## src/rtl/mips_multicycle_ctrl_if.sv

```systemverilog
// Control bundle between the multicycle MIPS controller (master) and its datapath/memory (slave).
// Memory handshake: mem_re/mem_we hold a request; the access completes on the rising edge
// where mem_ready=1 while the request is up, and the request stays asserted until then.
interface mips_multicycle_ctrl_if;
    logic [5:0] opcode;
    logic [5:0] funct;
    logic       zero;
    logic       mem_ready;
    logic       mem_re;
    logic       mem_we;
    logic       iord;
    logic       ir_we;
    logic       pc_we;
    logic [1:0] pcsrc;
    logic       alusrca;
    logic [1:0] alusrcb;
    logic [1:0] aluop;
    logic       reg_we;
    logic [1:0] regdst;
    logic [1:0] memtoreg;
    logic       interrupt;
    logic       illegal;
    logic [3:0] state;

    modport master (
        input  opcode, funct, zero, mem_ready,
        output mem_re, mem_we, iord, ir_we, pc_we, pcsrc, alusrca, alusrcb, aluop,
               reg_we, regdst, memtoreg, interrupt, illegal, state
    );

    modport slave (
        output opcode, funct, zero, mem_ready,
        input  mem_re, mem_we, iord, ir_we, pc_we, pcsrc, alusrca, alusrcb, aluop,
               reg_we, regdst, memtoreg, interrupt, illegal, state
    );
endinterface

```

## src/rtl/mips_multicycle_ctrl.sv

```systemverilog
// Main control FSM of the multicycle MIPS core: registered state, control word decoded
// combinationally from state, opcode/funct, zero and mem_ready.
module mips_multicycle_ctrl #(
    parameter bit ILLEGAL_HALT = 1'b0
) (
    input  logic                         clk,
    input  logic                         rst_n,
    mips_multicycle_ctrl_if.master       bus
);
    typedef enum logic [3:0] {
        S_FETCH    = 4'd0,
        S_DECODE   = 4'd1,
        S_EXEC_R   = 4'd2,
        S_EXEC_I   = 4'd3,
        S_WB_ALU   = 4'd4,
        S_MEM_ADDR = 4'd5,
        S_MEM_RD   = 4'd6,
        S_MEM_WB   = 4'd7,
        S_MEM_WR   = 4'd8,
        S_BRANCH   = 4'd9,
        S_JUMP     = 4'd10,
        S_SYSCALL  = 4'd11,
        S_HALT     = 4'd12
    } state_t;

    localparam logic [5:0] OP_RTYPE = 6'h00;
    localparam logic [5:0] OP_J     = 6'h02;
    localparam logic [5:0] OP_JAL   = 6'h03;
    localparam logic [5:0] OP_BEQ   = 6'h04;
    localparam logic [5:0] OP_BNE   = 6'h05;
    localparam logic [5:0] OP_ADDI  = 6'h08;
    localparam logic [5:0] OP_XORI  = 6'h0E;
    localparam logic [5:0] OP_LW    = 6'h23;
    localparam logic [5:0] OP_SW    = 6'h2B;
    localparam logic [5:0] FN_JR    = 6'h08;
    localparam logic [5:0] FN_SYS   = 6'h0C;
    localparam logic [5:0] FN_ADD   = 6'h20;
    localparam logic [5:0] FN_SUB   = 6'h22;
    localparam logic [5:0] FN_SLT   = 6'h2A;

    state_t cur;
    state_t nxt;
    state_t dec_next;
    logic   legal;
    logic   is_rtype;

    assign is_rtype = (bus.opcode == OP_RTYPE);

    always_comb begin
        legal    = 1'b1;
        dec_next = S_FETCH;
        if (is_rtype) begin
            case (bus.funct)
                FN_ADD, FN_SUB, FN_SLT: dec_next = S_EXEC_R;
                FN_JR:                  dec_next = S_JUMP;
                FN_SYS:                 dec_next = S_SYSCALL;
                default:                legal    = 1'b0;
            endcase
        end else begin
            case (bus.opcode)
                OP_LW, OP_SW:     dec_next = S_MEM_ADDR;
                OP_ADDI, OP_XORI: dec_next = S_EXEC_I;
                OP_BEQ, OP_BNE:   dec_next = S_BRANCH;
                OP_J, OP_JAL:     dec_next = S_JUMP;
                default:          legal    = 1'b0;
            endcase
        end
        if (!legal) begin
            dec_next = ILLEGAL_HALT ? S_HALT : S_FETCH;
        end
    end

    always_comb begin
        nxt = cur;
        case (cur)
            S_FETCH:    if (bus.mem_ready) nxt = S_DECODE;
            S_DECODE:   nxt = dec_next;
            S_EXEC_R:   nxt = S_WB_ALU;
            S_EXEC_I:   nxt = S_WB_ALU;
            S_WB_ALU:   nxt = S_FETCH;
            S_MEM_ADDR: nxt = (bus.opcode == OP_LW) ? S_MEM_RD : S_MEM_WR;
            S_MEM_RD:   if (bus.mem_ready) nxt = S_MEM_WB;
            S_MEM_WB:   nxt = S_FETCH;
            S_MEM_WR:   if (bus.mem_ready) nxt = S_FETCH;
            S_BRANCH:   nxt = S_FETCH;
            S_JUMP:     nxt = S_FETCH;
            S_SYSCALL:  nxt = S_FETCH;
            S_HALT:     nxt = S_HALT;
            default:    nxt = S_FETCH;
        endcase
    end

    always_ff @(posedge clk or negedge rst_n) begin
        if (!rst_n) begin
            cur <= S_FETCH;
        end else begin
            cur <= nxt;
        end
    end

    // While rst_n is low only the fetch request is visible, so an aborted instruction
    // can never leave a partial register, PC or memory write behind.
    always_comb begin
        bus.mem_re    = 1'b0;
        bus.mem_we    = 1'b0;
        bus.iord      = 1'b0;
        bus.ir_we     = 1'b0;
        bus.pc_we     = 1'b0;
        bus.pcsrc     = 2'b00;
        bus.alusrca   = 1'b0;
        bus.alusrcb   = 2'b00;
        bus.aluop     = 2'b00;
        bus.reg_we    = 1'b0;
        bus.regdst    = 2'b00;
        bus.memtoreg  = 2'b00;
        bus.interrupt = 1'b0;
        bus.illegal   = 1'b0;
        if (!rst_n) begin
            bus.mem_re = 1'b1;
        end else begin
            case (cur)
                S_FETCH: begin
                    bus.mem_re  = 1'b1;
                    bus.alusrcb = 2'b01;
                    bus.ir_we   = bus.mem_ready;
                    bus.pc_we   = bus.mem_ready;
                end
                S_DECODE: begin
                    bus.alusrcb = 2'b11;
                    bus.illegal = ~legal;
                end
                S_EXEC_R: begin
                    bus.alusrca = 1'b1;
                    bus.aluop   = 2'b10;
                end
                S_EXEC_I: begin
                    bus.alusrca = 1'b1;
                    bus.alusrcb = 2'b10;
                    bus.aluop   = (bus.opcode == OP_XORI) ? 2'b11 : 2'b00;
                end
                S_WB_ALU: begin
                    bus.reg_we = 1'b1;
                    bus.regdst = is_rtype ? 2'b01 : 2'b00;
                end
                S_MEM_ADDR: begin
                    bus.alusrca = 1'b1;
                    bus.alusrcb = 2'b10;
                end
                S_MEM_RD: begin
                    bus.mem_re = 1'b1;
                    bus.iord   = 1'b1;
                end
                S_MEM_WB: begin
                    bus.reg_we   = 1'b1;
                    bus.memtoreg = 2'b01;
                end
                S_MEM_WR: begin
                    bus.mem_we = 1'b1;
                    bus.iord   = 1'b1;
                end
                S_BRANCH: begin
                    bus.alusrca = 1'b1;
                    bus.aluop   = 2'b01;
                    bus.pcsrc   = 2'b01;
                    bus.pc_we   = ((bus.opcode == OP_BEQ) &  bus.zero) |
                                  ((bus.opcode == OP_BNE) & ~bus.zero);
                end
                S_JUMP: begin
                    bus.pc_we = 1'b1;
                    bus.pcsrc = is_rtype ? 2'b11 : 2'b10;
                    if (bus.opcode == OP_JAL) begin
                        bus.reg_we   = 1'b1;
                        bus.regdst   = 2'b10;
                        bus.memtoreg = 2'b10;
                    end
                end
                S_SYSCALL: bus.interrupt = 1'b1;
                default: ;
            endcase
        end
    end

    assign bus.state = cur;
endmodule

```

## src/flat_wrapper.sv

```systemverilog
// flat-port wrapper written by rule: the top's interface ports become plain ports
module mips_multicycle_ctrl_flat 
#(
    parameter bit ILLEGAL_HALT = 1'b0
)
  (clk, rst_n, bus_opcode, bus_funct, bus_zero, bus_mem_ready, bus_mem_re, bus_mem_we, bus_iord, bus_ir_we, bus_pc_we, bus_pcsrc, bus_alusrca, bus_alusrcb, bus_aluop, bus_reg_we, bus_regdst, bus_memtoreg, bus_interrupt, bus_illegal, bus_state);
  mips_multicycle_ctrl_if bus_i ();
  input  logic clk;
  input  logic rst_n;
  input wire logic [$bits(bus_i.opcode)-1:0] bus_opcode;
  input wire logic [$bits(bus_i.funct)-1:0] bus_funct;
  input wire logic [$bits(bus_i.zero)-1:0] bus_zero;
  input wire logic [$bits(bus_i.mem_ready)-1:0] bus_mem_ready;
  output wire logic [$bits(bus_i.mem_re)-1:0] bus_mem_re;
  output wire logic [$bits(bus_i.mem_we)-1:0] bus_mem_we;
  output wire logic [$bits(bus_i.iord)-1:0] bus_iord;
  output wire logic [$bits(bus_i.ir_we)-1:0] bus_ir_we;
  output wire logic [$bits(bus_i.pc_we)-1:0] bus_pc_we;
  output wire logic [$bits(bus_i.pcsrc)-1:0] bus_pcsrc;
  output wire logic [$bits(bus_i.alusrca)-1:0] bus_alusrca;
  output wire logic [$bits(bus_i.alusrcb)-1:0] bus_alusrcb;
  output wire logic [$bits(bus_i.aluop)-1:0] bus_aluop;
  output wire logic [$bits(bus_i.reg_we)-1:0] bus_reg_we;
  output wire logic [$bits(bus_i.regdst)-1:0] bus_regdst;
  output wire logic [$bits(bus_i.memtoreg)-1:0] bus_memtoreg;
  output wire logic [$bits(bus_i.interrupt)-1:0] bus_interrupt;
  output wire logic [$bits(bus_i.illegal)-1:0] bus_illegal;
  output wire logic [$bits(bus_i.state)-1:0] bus_state;
  assign bus_i.opcode = bus_opcode;
  assign bus_i.funct = bus_funct;
  assign bus_i.zero = bus_zero;
  assign bus_i.mem_ready = bus_mem_ready;
  assign bus_mem_re = bus_i.mem_re;
  assign bus_mem_we = bus_i.mem_we;
  assign bus_iord = bus_i.iord;
  assign bus_ir_we = bus_i.ir_we;
  assign bus_pc_we = bus_i.pc_we;
  assign bus_pcsrc = bus_i.pcsrc;
  assign bus_alusrca = bus_i.alusrca;
  assign bus_alusrcb = bus_i.alusrcb;
  assign bus_aluop = bus_i.aluop;
  assign bus_reg_we = bus_i.reg_we;
  assign bus_regdst = bus_i.regdst;
  assign bus_memtoreg = bus_i.memtoreg;
  assign bus_interrupt = bus_i.interrupt;
  assign bus_illegal = bus_i.illegal;
  assign bus_state = bus_i.state;
  mips_multicycle_ctrl #(.ILLEGAL_HALT(ILLEGAL_HALT)) u_core (.clk(clk), .rst_n(rst_n), .bus(bus_i));
endmodule
```

## config.mk

```make
export PLATFORM = sky130hd
export DESIGN_NAME = mips_multicycle_ctrl_flat
export DESIGN_NICKNAME = d
export VERILOG_FILES = /design/src/rtl/mips_multicycle_ctrl_if.sv /design/src/rtl/mips_multicycle_ctrl.sv /design/src/flat_wrapper.sv
export SDC_FILE = /design/constraint.sdc
export NUM_CORES = 1
export LEC_CHECK = 0
export ABC_AREA = 0
export CORE_MARGIN = 5
export CORE_UTILIZATION = 45
export CTS_CLUSTER_DIAMETER = 80
export DETAILED_ROUTE_END_ITERATION = 10
export DONT_BUFFER_PORTS = 1
export PLACE_DENSITY = 0.7
export RECOVER_POWER = 50
export REMOVE_ABC_BUFFERS = 1
export SETUP_SLACK_MARGIN = 0.05
export SLEW_MARGIN = 10
export SYNTH_ARGS = -nofsm -noshare
export SYNTH_HDL_FRONTEND = slang
export SYNTH_SLANG_ARGS = --single-unit
```

## constraint.sdc

```tcl
create_clock -name clk -period 3.2 [get_ports clk]
set_input_delay 0.48 -clock clk [delete_from_list [all_inputs] [get_ports clk]]
set_output_delay 0.48 -clock clk [all_outputs]
set_load 0.02 [all_outputs]
```

# After elaboration in Yosys (flattened, before gate mapping)
# Cells that the tools add are included.
# totals
in_bits,16
out_inout_bits,23
reg_bits,4
word_cells,95
# classes
eq_ne,28
n_bitwise,5
muxes,45
n_reduce_logical,16
# ops
op,count
$eq 6x6->1 const B,5
$pmux 4 s7,1
$eq 6x4->1 const B,4
$mux 4,6
$mux 1,22
$eq 4x4->1 const B,5
$reduce_or 2->1,9
$eq 4x3->1 const B,4
$pmux 4 s4,1
$mux 2,7
$eq 6x2->1 const B,2
$eq 6x3->1 const B,2
$pmux 2 s2,3
$pmux 2 s3,2
$pmux 4 s3,1
$eq 4x2->1 const B,2
$reduce_or 8->1,1
$logic_not 6->1,1
$ne 2x2->1 const B,3
$reduce_or 5->1,1
$eq 4x1->1 const B,1
$logic_not 4->1,1
$reduce_or 4->1,1
$pmux 1 s3,1
6 further kinds,8

# Logic depth before layout (Yosys ltp)
# logic_depth
ltp_word,7
mapped_depth,5
mapped_depth_nobuf,4

# Least setup slack after synthesis
# No wires, ideal clock.
# synth_timing
path_kind,reg2out
startpoint,"register u_core.cur[1], in the netlist u_core.bus.state[1]"
endpoint,output bus_pc_we
path_stages_with_launch,5
slack_ns,0.742
arrival_time_ns,1.978
t_required_ns,2.720
n_path_buf,2
path_cell_list,dfrtp_1 > buf_2 > clkbuf_1 > nor4b_1 > o21bai_1
# synth_via
elab_chain_len,3
word_cells_on_any_way,5
cone_classes,2 x eq/ne; 2 x mux; 1 x reduce/logical
# synth_lines
item,line_no,rtl
"start, declared",mips_multicycle_ctrl.sv:41,state_t cur;
"start signal, assigned",mips_multicycle_ctrl.sv:97,cur <= nxt;
$eq 4x4->1 / $logic_not 4->1 (equally long branches),mips_multicycle_ctrl.sv:121,case (cur)
$pmux 1 s3 (*),mips_multicycle_ctrl.sv:121,
$mux 1 (*),mips_multicycle_ctrl.sv:118,if (!rst_n) begin
"end, declared",flat_wrapper.sv:18,output wire logic [$bits(bus_i.pc_we)-1:0] bus_pc_we;
# Mark *: on every way between the ends. The rest lies on a longest branch, timed or not.

# Final worst setup path
# layout_timing
startpoint,"register u_core.cur[3], in the netlist u_core.bus.state[3]"
endpoint,output bus_reg_we
# layout_via
elab_chain_len,4
word_cells_on_any_way,6
cone_classes,3 x eq/ne; 2 x mux; 1 x reduce/logical
# layout_lines
item,line_no,rtl
$eq 4x3->1,mips_multicycle_ctrl.sv:121,
$reduce_or 2->1 (no line),--,
$pmux 1 s2 (*),mips_multicycle_ctrl.sv:121,
$mux 1 (*),mips_multicycle_ctrl.sv:118,
"end, declared",flat_wrapper.sv:23,output wire logic [$bits(bus_i.reg_we)-1:0] bus_reg_we;
# Marked as above.

==> impl_metrics.yaml <==
min_path:
  worstHoldStart: "bus_opcode[3]"
  hp-class: "in -> reg"
synthesis:
  yosysUniqueCellTypes: 47
  mappedNetlistArea_um2: 774
  async_reset_ff_share_pct: 100
  post_synth_inst_count: 109
  post_synth_main_area_contributors: "dfrtp_1 13%, nor2b_1 6.5%, nor2_1 6.3%"
  ys_dominant_reg_cell: "dfrtp_1"
  synth-seq-area-share_pct: 12.9
  yosys.area.top_type: "dfrtp_1"
  synthDominantCellAreaShare_pct: 12.9
  synth-edff-count: 0
  synthesis_stage_register_bit_count: 4
  post_synth.cell_area_avg_um2: 7.11
  ys_warn_count: 0
sta:
  hold_viol: 0
  setup_tns_ps: 0
  min_period_over_period_pct: 85.7
  timing_worst_slew_pin_value_ps: 816
  fin_skew_ps: 0.356
  slew_headroom_pct: 45.6
  max_clock_freq_mhz: 365
  setup_violations: 0
  slew_violations: 0
  grt_setup_unrepaired: "no"
  period_needed_ps: 2740
route:
  avgRoutedWirePerCell_um: 17.3
  final_antenna_net_count: 0
  drt-initial-drc-count: 27
  firstDrtPassIters: 5
  wirelength_mm: 2.15
  num_vias: 825
  via_cell_ratio: 6.65
  route.detailed.drc: 0
pwr:
  pwr-share-clk_pct: 14.7
  peakVddDrop_v: 0.000270
  swShare_pct: 54.4
  totalPowerFinal_w: 0.000406
  power.internal_w: 0.000186
  p_comb_share_pct: 51.9
  cellPowerDensity_nw_per_um2: 527
  share_seq_of_total_power_pct: 33.4
  p_sw_w: 0.000221
  total_leakage_power_nw: 0.290
clock_tree:
  cts_resized: 0
  cts_tree: "built"
  cts.sink_count: 4
  clk_pin_slew_ps: 40
  cts_htree_levels: 1
  clock_insertion_delay_at_the_later_pin_of_the_skew_report_ps: 230
  clk_path_buf_depth: 2
  cts_made_buffers: 3
  clock_tree_root_buffer_cell: "clkbuf_4"
cells_and_area:
  num-nets-final: 125
  synthToLayoutAreaGrowth_pct: -0.323
  largest_register_ffs: 4
  layout.area.seq_um2: 100
  mostFrequentLayoutCell: "nor2_1"
  antenna-diode-count: 0
  area_occupied_by_multi_input_gates_um2: 588
  nFillCells: 174
  layout-drive-gt1-share_pct: 9.35
  layout.cells.most_common_list: "13 x nor2_1, 9 x nor2b_1, 7 x a21oi_1, 6 x nand2_1"
global_route:
  gr-usage-all-layers_pct: 16.9
  antenna_found_initial: 0
  grt_pass1_vias: 804
  overflow: 0
  maximum_number_of_pins_on_one_net_before_global_route_repair: 17
  grt_first_pass_wirelength_mm: 3.53
run:
  maxCapViolCount: 0
critical_path:
  critPathRequiredTime_ps: 2720
  crit_path_start: "u_core.bus.state[3]$_DFFE_PN0P_"
  critical_path_peak_fanout: 14
  worstSetupEndpointType: "output port"
  cpMaxStageDelayCell: "dfrtp_1"
  critPathKind: "reg -> out"
  timing.critical_path.from_type: "flip-flop"
  slowest_delay_ps: 680
  worst-endpoint-arrival_ps: 2260
  crit_chain: "nand3b_1 > nor2b_1 > and4_1 > or2_2"
  worst_r2r_startpoint: "u_core.bus.state[1]$_DFFE_PN0P_"
place:
  place.port_buffers: 0
  post-dp-hpwl_mm: 1.68
  globalplace.congestion: 0.880
die:
  fp.dieArea_um2: 2650
  starting_density_pct: 45.9
  top_level_ports: 39
  die_w_um: 51.5
  num_rows: 15
  floorplan.die.height_um: 51.5
  core_area_um2: 1690
run_status:
  outcome: "finished clean"
-- layout make-up --
class | count | share of cell area, %
Inverter | 3 | 1.46
Tap cell | 17 | 2.76
Clock buffer | 3 | 2.92
Multi-Input combinational cell | 93 | 76.2
Sequential cell | 4 | 13.0
Timing Repair Buffer | 4 | 3.73
-- repair_timing --
item	4_1_cts	5_1_grt
setup buffers	0	0
hold buffers	1	0
endpoints found under the hold margin	4	0
-- cells by family (layout without fill, tap and decap cells) --
| logic type | after synthesis | after routing | synth area share (%) |
|---|---|---|---|
| AND/OR/NAND/NOR | 59 | 59 | 45.7 |
| AO/OA/AOI/OAI | 31 | 31 | 29.2 |
| buffers and inverters | 12 | 10 | 8.72 |
| flip-flops | 4 | 4 | 12.9 |
| XOR/XNOR | 3 | 3 | 3.39 |
-- synthesized netlist by cell type, types with 2 or more instances --
library cell,number
a22oi_1,2
o21bai_1,2
nand2b_1,3
nor2b_4,2
nand2_1,6
a21oi_1,7
xor2_1,3
clkbuf_1,2
nand3b_1,2
nor4_1,2
nor3_1,4
dfrtp_1,4
and2_1,2
and4_1,2
nor2b_1,8
nor2_1,13
nand3_1,4
buf_6,2
buf_2,3
o21ai_0,5
a211oi_1,2
nor3b_1,2
inv_1,3
-- critical path: cells and delay by family (launching register included) --
kind | cells | cell delay (ps)
DFF | 1 | 680
and+or+nand+nor | 4 | 1350
-- metrics by stage --
stage	util [%]	cell area (um^2)	setup WS (ps)	instances	hold slack, ps
floorplan	-	718	665	100	184
global placement	45.1	762	896	120	185
detailed placement	45.1	762	869	120	185
CTS	47.0	795	608	124	440
global route	45.7	772	314	124	452
finish	45.7	772	457	124	446
-- worst paths after layout --
path	cells past startpoint	slack, ps	to
setup / recovery	4	460	bus_reg_we
hold / removal	2	450	u_core.bus.state[3]$_DFFE_PN0P_
setup reg to reg	5	1170	u_core.bus.state[0]$_DFFE_PN0P_
hold reg to reg	3	780	u_core.bus.state[1]$_DFFE_PN0P_
max in group asynchronous	1	2490	u_core.bus.state[0]$_DFFE_PN0P_
min in group asynchronous	1	530	u_core.bus.state[3]$_DFFE_PN0P_
-- power by group through the flow --
stage / clock [W] / sequential [W] / combinational (W)
CTS: 0.0000629 / 0.000134 / 0.000221
global route: 0.0000671 / 0.000140 / 0.000231
floorplan: 0 / 0.000123 / 0.000185
detailed placement: 0 / 0.000135 / 0.000218
global placement: 0 / 0.000134 / 0.000216
finish: 0.0000596 / 0.000136 / 0.000211
-- layer usage --
layer | part of all wire (%) | vias to the layer above | global-route usage (%)
met5 | 0 | - | 0
met4 | 1.9 | 0 | 7.86
met3 | 9.3 | 4 | 4.37
met2 | 50 | 36 | 27.5
met1 | 39 | 391 | 20.6
li1 | - | 394 | -
Note: power is estimated with default switching activity, not from simulation.
